===== config.mk =====
export PLATFORM = sky130hd
export DESIGN_NAME = fifo_bank_rr
export DESIGN_NICKNAME = d
export VERILOG_FILES = /design/src/rtl/fifo_bank_pkg.sv /design/src/rtl/fifo_bank_rr_sync_fifo.sv /design/src/rtl/fifo_bank_rr.sv
export SDC_FILE = /design/constraint.sdc
export NUM_CORES = 1
export LEC_CHECK = 0
export CAP_MARGIN = 20
export CORE_UTILIZATION = 55
export DETAILED_ROUTE_END_ITERATION = 16
export GPL_TIMING_DRIVEN = 1
export HOLD_SLACK_MARGIN = 0.03
export PLACE_DENSITY_LB_ADDON = 0.05
export SLEW_MARGIN = 10
export SYNTH_ARGS = -nofsm -noshare
export SYNTH_HDL_FRONTEND = slang
export SYNTH_SLANG_ARGS = --single-unit

===== constraint.sdc =====
create_clock -name clk -period 3.78 [get_ports clk]
set_input_delay 0.567 -clock clk [delete_from_list [all_inputs] [get_ports clk]]
set_output_delay 0.567 -clock clk [all_outputs]
set_load 0.02 [all_outputs]

===== src/rtl/fifo_bank_pkg.sv =====
// Shared definitions for the round-robin FIFO bank.
//   state_e    : arbiter FSM states (IDLE, GRANT)
//   ch_w()     : width of a channel index, never less than 1
//   level_w()  : width of a per-channel fill level (depth 2**aw needs aw+1 bits)
//   DROP_CNT_W : width of the optional per-channel drop counters
package fifo_bank_pkg;

  typedef enum logic {IDLE, GRANT} state_e;

  localparam int unsigned DROP_CNT_W = 16;

  function automatic int unsigned ch_w(input int unsigned n);
    return (n > 1) ? $clog2(n) : 1;
  endfunction

  function automatic int unsigned level_w(input int unsigned aw);
    return aw + 1;
  endfunction

endpackage


===== src/rtl/fifo_bank_rr_sync_fifo.sv =====
// sync_fifo: single-clock FIFO, depth 2**ADDR_WIDTH, async active-low reset.
// Ports:
//   clk, rst_n     clock / asynchronous active-low reset
//   wr_en, din     write strobe and data; accepted when not full, or when full
//                  and a read happens in the same cycle
//   rd_en          read strobe; caller only asserts it when not empty
//   dout           word at the read pointer (valid while !empty)
//   full, empty    status derived from the registered pointers
//   level          occupancy, derived from the registered pointers
module sync_fifo
  import fifo_bank_pkg::*;
#(
  parameter int unsigned DATA_WIDTH = 8,
  parameter int unsigned ADDR_WIDTH = 4
) (
  input  logic                               clk,
  input  logic                               rst_n,
  input  logic                               wr_en,
  input  logic                               rd_en,
  input  logic [DATA_WIDTH-1:0]              din,
  output logic [DATA_WIDTH-1:0]              dout,
  output logic                               full,
  output logic                               empty,
  output logic [level_w(ADDR_WIDTH)-1:0]     level
);

  logic [ADDR_WIDTH:0]   wr_ptr_q, wr_ptr_d;
  logic [ADDR_WIDTH:0]   rd_ptr_q, rd_ptr_d;
  logic [DATA_WIDTH-1:0] mem_q [2**ADDR_WIDTH];
  logic                  wr_ok;
  logic                  rd_ok;

  // Pointers carry one extra wrap bit: equal -> empty, only MSB differs -> full.
  assign full  = (wr_ptr_q[ADDR_WIDTH] != rd_ptr_q[ADDR_WIDTH]) &&
                 (wr_ptr_q[ADDR_WIDTH-1:0] == rd_ptr_q[ADDR_WIDTH-1:0]);
  assign empty = (wr_ptr_q == rd_ptr_q);
  assign level = wr_ptr_q - rd_ptr_q;
  assign dout  = mem_q[rd_ptr_q[ADDR_WIDTH-1:0]];

  // A read in the same cycle frees the slot, so a write to a full FIFO is kept.
  assign wr_ok = wr_en && (!full || rd_en);
  assign rd_ok = rd_en && !empty;

  always_comb begin
    wr_ptr_d = wr_ptr_q;
    rd_ptr_d = rd_ptr_q;
    if (wr_ok) wr_ptr_d = wr_ptr_q + 1'b1;
    if (rd_ok) rd_ptr_d = rd_ptr_q + 1'b1;
  end

  always_ff @(posedge clk or negedge rst_n) begin
    if (!rst_n) begin
      wr_ptr_q <= '0;
      rd_ptr_q <= '0;
    end else begin
      wr_ptr_q <= wr_ptr_d;
      rd_ptr_q <= rd_ptr_d;
    end
  end

  always_ff @(posedge clk) begin
    if (wr_ok) mem_q[wr_ptr_q[ADDR_WIDTH-1:0]] <= din;
  end

endmodule


===== src/rtl/fifo_bank_rr.sv =====
// fifo_bank_rr: NUM_CH-channel FIFO bank merged onto one valid/ready stream by a
// round-robin burst arbiter (up to BURST_LEN words per grant, one idle cycle
// between grants).
// Ports:
//   clk, rst_n          clock / asynchronous active-low reset
//   in_data, in_valid   per-channel write data/strobe; writes to a full FIFO drop
//   out_data, out_ch    merged output word and its source channel
//   out_valid/out_ready output handshake
//   level               per-channel occupancy
//   ovf, ovf_clr        sticky per-channel overflow flags and their clear
//   drop_cnt            per-channel saturating drop counters (FIFO_STATS_EN only)
// Build option: define FIFO_STATS_EN to add drop_cnt.
module fifo_bank_rr
  import fifo_bank_pkg::*;
#(
  parameter int unsigned NUM_CH     = 4,
  parameter int unsigned DATA_WIDTH = 8,
  parameter int unsigned ADDR_WIDTH = 4,
  parameter int unsigned BURST_LEN  = 188
) (
  input  logic                                   clk,
  input  logic                                   rst_n,
  input  logic [NUM_CH*DATA_WIDTH-1:0]           in_data,
  input  logic [NUM_CH-1:0]                      in_valid,
  output logic [DATA_WIDTH-1:0]                  out_data,
  output logic [ch_w(NUM_CH)-1:0]                out_ch,
  output logic                                   out_valid,
  input  logic                                   out_ready,
  output logic [NUM_CH*level_w(ADDR_WIDTH)-1:0]  level,
  output logic [NUM_CH-1:0]                      ovf,
  input  logic                                   ovf_clr
`ifdef FIFO_STATS_EN
  ,
  output logic [NUM_CH*DROP_CNT_W-1:0]           drop_cnt
`endif
);

  localparam int unsigned CH_W    = ch_w(NUM_CH);
  localparam int unsigned LEVEL_W = level_w(ADDR_WIDTH);
  localparam int unsigned BEAT_W  = $clog2(BURST_LEN + 1);

  logic [DATA_WIDTH-1:0] fifo_dout  [NUM_CH];
  logic [LEVEL_W-1:0]    fifo_level [NUM_CH];
  logic [NUM_CH-1:0]     fifo_full, fifo_empty;
  logic [NUM_CH-1:0]     pop_ch, drop;

  state_e                state_q, state_d;
  logic [CH_W-1:0]       grant_q, grant_d;
  logic [CH_W-1:0]       rr_q, rr_d;
  logic [BEAT_W-1:0]     beat_q, beat_d;
  logic                  pop;
  logic                  pop_en;

  logic                  out_valid_q, out_valid_d;
  logic [DATA_WIDTH-1:0] out_data_q, out_data_d;
  logic [CH_W-1:0]       out_ch_q, out_ch_d;
  logic [NUM_CH-1:0]     ovf_q, ovf_d;

  logic                  hi_v, lo_v;
  logic [CH_W-1:0]       hi_ch, lo_ch, pick_ch;

  assign drop = in_valid & fifo_full & ~pop_ch;

  for (genvar g = 0; g < NUM_CH; g++) begin : g_ch
    sync_fifo #(
      .DATA_WIDTH (DATA_WIDTH),
      .ADDR_WIDTH (ADDR_WIDTH)
    ) u_fifo (
      .clk   (clk),
      .rst_n (rst_n),
      .wr_en (in_valid[g]),
      .rd_en (pop_ch[g]),
      .din   (in_data[g*DATA_WIDTH +: DATA_WIDTH]),
      .dout  (fifo_dout[g]),
      .full  (fifo_full[g]),
      .empty (fifo_empty[g]),
      .level (fifo_level[g])
    );
    assign level[g*LEVEL_W +: LEVEL_W] = fifo_level[g];

`ifdef FIFO_STATS_EN
    logic [DROP_CNT_W-1:0] drop_cnt_q, drop_cnt_d;

    // Clear and increment together leave the count at 1.
    always_comb begin
      drop_cnt_d = drop_cnt_q;
      if (ovf_clr)                          drop_cnt_d = DROP_CNT_W'(drop[g]);
      else if (drop[g] && drop_cnt_q != '1) drop_cnt_d = drop_cnt_q + 1'b1;
    end

    always_ff @(posedge clk or negedge rst_n) begin
      if (!rst_n) drop_cnt_q <= '0;
      else        drop_cnt_q <= drop_cnt_d;
    end

    assign drop_cnt[g*DROP_CNT_W +: DROP_CNT_W] = drop_cnt_q;
`endif
  end

  // First non-empty channel at or after rr_q, else the lowest non-empty one (wrap).
  always_comb begin
    hi_v  = 1'b0;
    hi_ch = '0;
    lo_v  = 1'b0;
    lo_ch = '0;
    for (int unsigned c = NUM_CH; c > 0; c--) begin
      if (!fifo_empty[CH_W'(c - 1)]) begin
        lo_v  = 1'b1;
        lo_ch = CH_W'(c - 1);
        if (CH_W'(c - 1) >= rr_q) begin
          hi_v  = 1'b1;
          hi_ch = CH_W'(c - 1);
        end
      end
    end
  end

  assign pick_ch = hi_v ? hi_ch : lo_ch;
  assign pop_en  = !out_valid_q || out_ready;

  always_comb begin
    state_d = state_q;
    grant_d = grant_q;
    rr_d    = rr_q;
    beat_d  = beat_q;
    pop     = 1'b0;
    pop_ch  = '0;
    case (state_q)
      IDLE: begin
        if (lo_v) begin
          grant_d = pick_ch;
          beat_d  = '0;
          state_d = GRANT;
        end
      end
      GRANT: begin
        if (fifo_empty[grant_q]) begin
          state_d = IDLE;
        end else if (pop_en) begin
          pop             = 1'b1;
          pop_ch[grant_q] = 1'b1;
          beat_d          = beat_q + 1'b1;
          // A same-cycle write to the granted channel keeps it non-empty.
          if (beat_d == BEAT_W'(BURST_LEN) ||
              (fifo_level[grant_q] == LEVEL_W'(1) && !in_valid[grant_q])) begin
            state_d = IDLE;
            rr_d    = (grant_q == CH_W'(NUM_CH - 1)) ? '0 : grant_q + 1'b1;
          end
        end
      end
      default: state_d = IDLE;
    endcase
  end

  always_comb begin
    out_valid_d = out_valid_q;
    out_data_d  = out_data_q;
    out_ch_d    = out_ch_q;
    if (pop) begin
      out_valid_d = 1'b1;
      out_data_d  = fifo_dout[grant_q];
      out_ch_d    = grant_q;
    end else if (out_ready) begin
      out_valid_d = 1'b0;
    end
  end

  // Overflow set has priority over the clear.
  assign ovf_d = drop | (ovf_q & ~{NUM_CH{ovf_clr}});

  always_ff @(posedge clk or negedge rst_n) begin
    if (!rst_n) begin
      state_q     <= IDLE;
      grant_q     <= '0;
      rr_q        <= '0;
      beat_q      <= '0;
      out_valid_q <= 1'b0;
      out_data_q  <= '0;
      out_ch_q    <= '0;
      ovf_q       <= '0;
    end else begin
      state_q     <= state_d;
      grant_q     <= grant_d;
      rr_q        <= rr_d;
      beat_q      <= beat_d;
      out_valid_q <= out_valid_d;
      out_data_q  <= out_data_d;
      out_ch_q    <= out_ch_d;
      ovf_q       <= ovf_d;
    end
  end

  assign out_valid = out_valid_q;
  assign out_data  = out_data_q;
  assign out_ch    = out_ch_q;
  assign ovf       = ovf_q;

endmodule


* Word level (Yosys, flattened, before mapping)
Memory sizes are Yosys's and may differ from the RTL's.
Cells that the tools add are included.
** Storage, ports and cells
- Memories :: 4
- Bits in writable memories :: 512
- Register bits after elaboration :: 68
- Output and inout bits :: 35
** Cells by class
- Reduce and logical (&&, ||, !) cells :: 34
- Bitwise gates (word level) :: 9
- Magnitude comparators :: 7
- $add $sub $neg :: 14
- Mux-type cells :: 63
- Equality and inequality tests :: 18
** Memory list
- g_ch[0].u_fifo.mem_q :: depth 16, bits a word 8, rd ports 1, clocked after memory_dff 0, wr ports 1, RTL line fifo_bank_rr_sync_fifo.sv:29 : logic [DATA_WIDTH-1:0] mem_q [2**ADDR_WIDTH];
- g_ch[1].u_fifo.mem_q :: depth 16, bits a word 8, rd ports 1, clocked after memory_dff 0, wr ports 1, RTL line fifo_bank_rr_sync_fifo.sv:29
- g_ch[2].u_fifo.mem_q :: depth 16, bits a word 8, rd ports 1, clocked after memory_dff 0, wr ports 1, RTL line fifo_bank_rr_sync_fifo.sv:29
- g_ch[3].u_fifo.mem_q :: depth 16, bits a word 8, rd ports 1, clocked after memory_dff 0, wr ports 1, RTL line fifo_bank_rr_sync_fifo.sv:29
** Operators by type and width (count)
- $add 5x1->5 const B :: 8
- $mux 8 :: 5
- $mux 1 :: 32
- $mux 2 :: 14
- $eq 5x5->1 :: 4
- $sub 5x5->5 :: 4
- $bmux 8 s2 :: 1
- $eq 4x4->1 :: 4
- $pmux 8 s2 :: 1
- $logic_and 1x1->1 :: 14
- $and 4x4->4 :: 3
- $mux 4 :: 3
- $bmux 5 s2 :: 1
- $logic_not 1->1 :: 10
- $mux 5 :: 2
- $add 8x1->8 const B :: 1
- $eq 8x8->1 const B :: 1
- $not 4->4 :: 2
- $logic_or 1x1->1 :: 6
- $eq 5x1->1 const B :: 1
- $bmux 1 s2 :: 2
- $ge 1x2->1 const A :: 2
- $ge 2x2->1 const A :: 2
- $ne 1x1->1 :: 4
- 16 further kinds :: 18

* Longest topological paths before layout
- Depth in word-level cells :: 11
- Mapped depth :: 12

* By module
From an unflattened synthesis, not the netlist that was laid out.
** Second synthesis, totals
- Cells, all modules :: 1388
- Area total of the unflattened synthesis :: 24751.2 um2
** By module, submodules not included
- sync_fifo (g_ch[0].u_fifo ...) :: sequential area each 4093.9 um2, cells each 295, times used 2, area each 5748.0 um2
- sync_fifo (g_ch[2].u_fifo) :: sequential area each 4093.9 um2, cells each 297, times used 1, area each 5745.5 um2
- sync_fifo (g_ch[3].u_fifo) :: sequential area each 4093.9 um2, cells each 318, times used 1, area each 5743.0 um2
- fifo_bank_rr :: sequential area each 700.7 um2, cells each 183, times used 1, area each 1766.7 um2

* Worst setup path after synthesis
OpenSTA, ideal clock, no wires.
- Path type :: reg-to-reg
- Start point :: register g_ch[3].u_fifo.rd_ptr_q[2]
- End point :: memory g_ch[1].u_fifo.mem_q[2][0] (enable)
- Cell stages (with the launch flop) :: 13
- Data required time :: 3.397 ns
- Path buffers :: 3
- Arrival :: 3.379 ns
- Period minus slack after synthesis :: 3.763 ns
- Setup time :: 0.383 ns
- Slack :: 0.017 ns
- Cell sequence :: dfrtp_1 > clkbuf_1 > inv_2 > buf_1 > ha_1 > nand4_1 > nor2_1 > mux4_2 > o31ai_2 > and2_1 > buf_6 > nand2_4 > nor3_1
** Between the ends
- Cells in the longest elaborated chain, start to end :: 9
** RTL lines
- start: declaration :: RTL line fifo_bank_rr_sync_fifo.sv:28 : logic [ADDR_WIDTH:0] rd_ptr_q, rd_ptr_d;
- start signal: assignment :: RTL line fifo_bank_rr_sync_fifo.sv:57 : rd_ptr_q <= rd_ptr_d;
- $eq 5x5->1 :: RTL line fifo_bank_rr_sync_fifo.sv:36 : assign empty = (wr_ptr_q == rd_ptr_q);
- $bmux 1 s2 :: RTL line fifo_bank_rr.sv:137 : if (fifo_empty[grant_q]) begin
- $mux 1 (not written as such) :: RTL line fifo_bank_rr.sv:137
- $mux 4 :: RTL line fifo_bank_rr.sv:137
- $mux 4 :: RTL line fifo_bank_rr.sv:128 : case (state_q)
- $logic_or 1x1->1 :: RTL line fifo_bank_rr_sync_fifo.sv:41 : assign wr_ok = wr_en && (!full || rd_en);
- $logic_and 1x1->1 :: RTL line fifo_bank_rr_sync_fifo.sv:41
- $mux 1 :: RTL line fifo_bank_rr_sync_fifo.sv:62 : if (wr_ok) mem_q[wr_ptr_q[ADDR_WIDTH-1:0]] <= din;
- $mux 1 (not written as such) :: RTL line fifo_bank_rr_sync_fifo.sv:62
- end: declaration :: RTL line fifo_bank_rr_sync_fifo.sv:29
Every way passes these cells. The select of a mux whose other input is x is not followed.

* Worst setup path after layout
- Start point :: register g_ch[1].u_fifo.wr_ptr_q[0]
- End point :: output level[9]
** Between the ends
- Cells in the longest elaborated chain, start to end :: 1
** RTL lines
- start: declaration :: RTL line fifo_bank_rr_sync_fifo.sv:27 : logic [ADDR_WIDTH:0] wr_ptr_q, wr_ptr_d;
- start signal: assignment :: RTL line fifo_bank_rr_sync_fifo.sv:56 : wr_ptr_q <= wr_ptr_d;
- $sub 5x5->5 :: RTL line fifo_bank_rr_sync_fifo.sv:37 : assign level = wr_ptr_q - rd_ptr_q;
- end: declaration :: RTL line fifo_bank_rr.sv:29 : output logic [NUM_CH*level_w(ADDR_WIDTH)-1:0] level,
Every way passes these cells.

==> results.md <==
- Status: completed
- Synth top area share: 0.638
- Finished Layout Cells: 2079
- Final count of negative-setup-slack endpoints: 0
- Final min period: 3.64 ns
- Post-Syn Area: ~24000 um^2
- Synthesized flop and latch total: slightly below 600
- WL/cell: 25.3 um
- PortBufs: 74
- First-pass GRT wire length: 79800 um
- # hold bufs at CTS: 0
- Final WS setup: 0.143 ns
- DR pass1 iterations: 6
- Fin Clk Skew: 0.0162 ns
- Register-to-Register Setup Slack: 0.22 ns
- Post-synth EDFFs: approximately 510
- Overall routed net length: 52500 um
- Gr usage total: 0.247
- Largest net degree at the start of global routing: between 60 and 70
- Unrepaired setup endpoints after global routing: false
- Least-Margin Pin Slew: ~1.1 ns
- Worst EP arrival: between 3 and 4 ns
- Clock latency on the worst-skew pair: about 0.6 ns
- Starting density of the core: 0.558
- Yosys warning count: 0
- Pwr per Cell Area: 782 nW/um^2
- Crit Reg-Reg Startpoint: g_ch[1].u_fifo.rd_ptr_q[2]
- Setup Slack @ Placement: 0.302 ns
- H-tree levels: 2
- Vias/cell: 5.92
- Total design power: 21.6 mW
- Design Area, Final: 27700 um^2
- Final Max Slew Viols: 0
- Crit path max fanout: 4
- Antenna diodes: 0
- Hold crit path type: input port to asynchronous set/reset pin
- Largest cells by area after synthesis: edfxtp_1, mux4_2, dfrtp_1
- Final hold slack: 0.130 ns
- Final period util: 0.962
- Share of layout cells above drive strength 1: 0.230
- Post-CTS Setup Inserts: 0
- Instance area at placement: 25900 um^2
- Die footprint: 44700 um^2
- Clk sink count: 580
- Drt drc: 0
- Worst Setup Start Kind: register
- Setup TNS: 0 ns
- Die X: 211 um
- Static Leakage: 9.48 nW
- Mapped Cells: about 1.3k
- Req. time, crit path: 3.21 ns
- Synthesized net count: 1384
- Routed vias: approximately 12k
- TritonCTS clock tree: done
- Final hold viol count: 0
- I/O pin count: 75
- Post-synth top flop: edfxtp_1
- Initial DRC count: around 960
- FP Rows: 76
- GRT Residual Overflow: 0
- Number of global-route vias before repair: about 13k
- Most instantiated cells after synthesis: edfxtp_1, mux4_2, dfrtp_1, nand2_1, nor2_1
- Cells on worst reg2reg path: 10
- Die Ht: 211 um
- Initial antenna violation count: 0
- Clk root buf: clkbuf_16
- Post-route ant nets: 0
- CP endpoint kind: primary output
- Area Overhead vs Synth: 14.7%
- Maximum VDD drop: around 0.44 mV
- Most frequent cell after synthesis: edfxtp_1
- Post-Syn Area per Cell: around 19 um^2
- Cts bufs inserted: 57
- Core area: 43200 um^2
- Unique cell type count in the Yosys netlist: 64
- Cells after DPL: 1977
- Seq/Total Area, Yosys: 0.708
- FFs w/ async S/R, synth: 0.117
- Kind of critical path: register to primary output
- Fmax: 275 MHz
- CTS max path bufs: 3
- Area leader, netlist: edfxtp_1
- Max cap viols: 0
- Clock-pin slew on the worst setup and hold paths: 0.06 ns
- GP Congestion: 0.878
- Slew margin rel.: 0.292
- Nets@finish: approximately 1.5k
- Final design utilization: 0.641
- Worst R2R End: g_ch[0].u_fifo.mem_q[0][0]
- Post-DP HPWL: between 30000 and 40000 um
==> per-layer routing <==
| layer | share of wire | GRT usage |
|---|---|---|
| met1 | 0.44 | 0.356 |
| met2 | 0.50 | 0.400 |
| met3 | 0.043 | 0.0331 |
| met4 | 0.020 | 0.0672 |
| met5 | 0 | 0 |
==> worst max-delay path by stage <==
| stage | from | endpoint | slack, ns |
|---|---|---|---|
| 2_1_floorplan | g_ch[3].u_fifo.rd_ptr_q[2] | g_ch[1].u_fifo.mem_q[2][0] | 0.02 |
| 3_3_place_gp | g_ch[1].u_fifo.rd_ptr_q[2] | g_ch[2].u_fifo.mem_q[0][1] | 0.37 |
| 3_5_place_dp | g_ch[1].u_fifo.rd_ptr_q[2] | g_ch[2].u_fifo.mem_q[0][4] | 0.30 |
| 4_1_cts | g_ch[3].u_fifo.wr_ptr_q[0] | level[19] | 0.009 |
| 5_1_grt | g_ch[1].u_fifo.wr_ptr_q[0] | level[9] | 0.001 |
| 6_report | g_ch[1].u_fifo.wr_ptr_q[0] | level[9] | 0.14 |
==> state kept, by name (all words and copies together) (netlist names) <==
name,flops
beat_q,8
g_ch.u_fifo.mem_q,512
g_ch.u_fifo.rd_ptr_q,20
g_ch.u_fifo.wr_ptr_q,20
grant_q,2
out_ch,2
out_data,8
out_valid,1
ovf,4
rr_q,2
state_q,1
==> cells in the final DEF, fill, tap and decap left out, drive strengths merged, types with 28 or more instances in the layout <==
cell,count
edfxtp,512
clkinv,28
clkbuf,69
clkdlybuf4s50,72
nand2,73
mux4,146
xnor2,34
dfrtp,68
nor2,62
ha,42
buf,78
inv,37
==> worst max-delay path: stages (launching register included) <==
cell and delay (ns):
dfrtp_1 0.43, inv_1 0.14, ha_1 0.23, fa_1 0.40, or2b_1 0.23, a21oi_1 0.15
xnor2_1 0.20, clkdlybuf4s50_1 0.67
==> cells by family after synthesis <==
logic type	after synthesis	share of synthesized area
AO/OA/AOI/OAI	91	0.0266
XOR/XNOR	51	0.0192
adder cells (fa/ha/maj)	46	0.0251
buffers and inverters	94	0.0166
flip-flops	580	0.708
multiplexers	166	0.145
AND/OR/NAND/NOR	270	0.0592
==> cell type report <==
type,count,area [um^2]
clock inverters,32,256
well taps,585,732
clock buffers,69,1470
fillers,3111,15500
flip-flops and latches,580,17100
repair buffers,151,1320
multi-input cells,624,6660
inverters,38,143
==> power by group <==
part	switching, mW	leakage (nW)	internal [mW]	total (mW)
sequential	0.544	5.46	7.86	8.41
clock	2.28	0.853	3.02	5.31
combinational	4.46	3.17	3.45	7.91
==> timing repair <==
item,4_1_cts,5_1_grt
endpoints found under the hold margin,0,0
pin swaps,0,0
endpoints found under the setup margin,1,1
gates resized for setup,1,2
No activity file was read; power rests on OpenSTA's default activity.
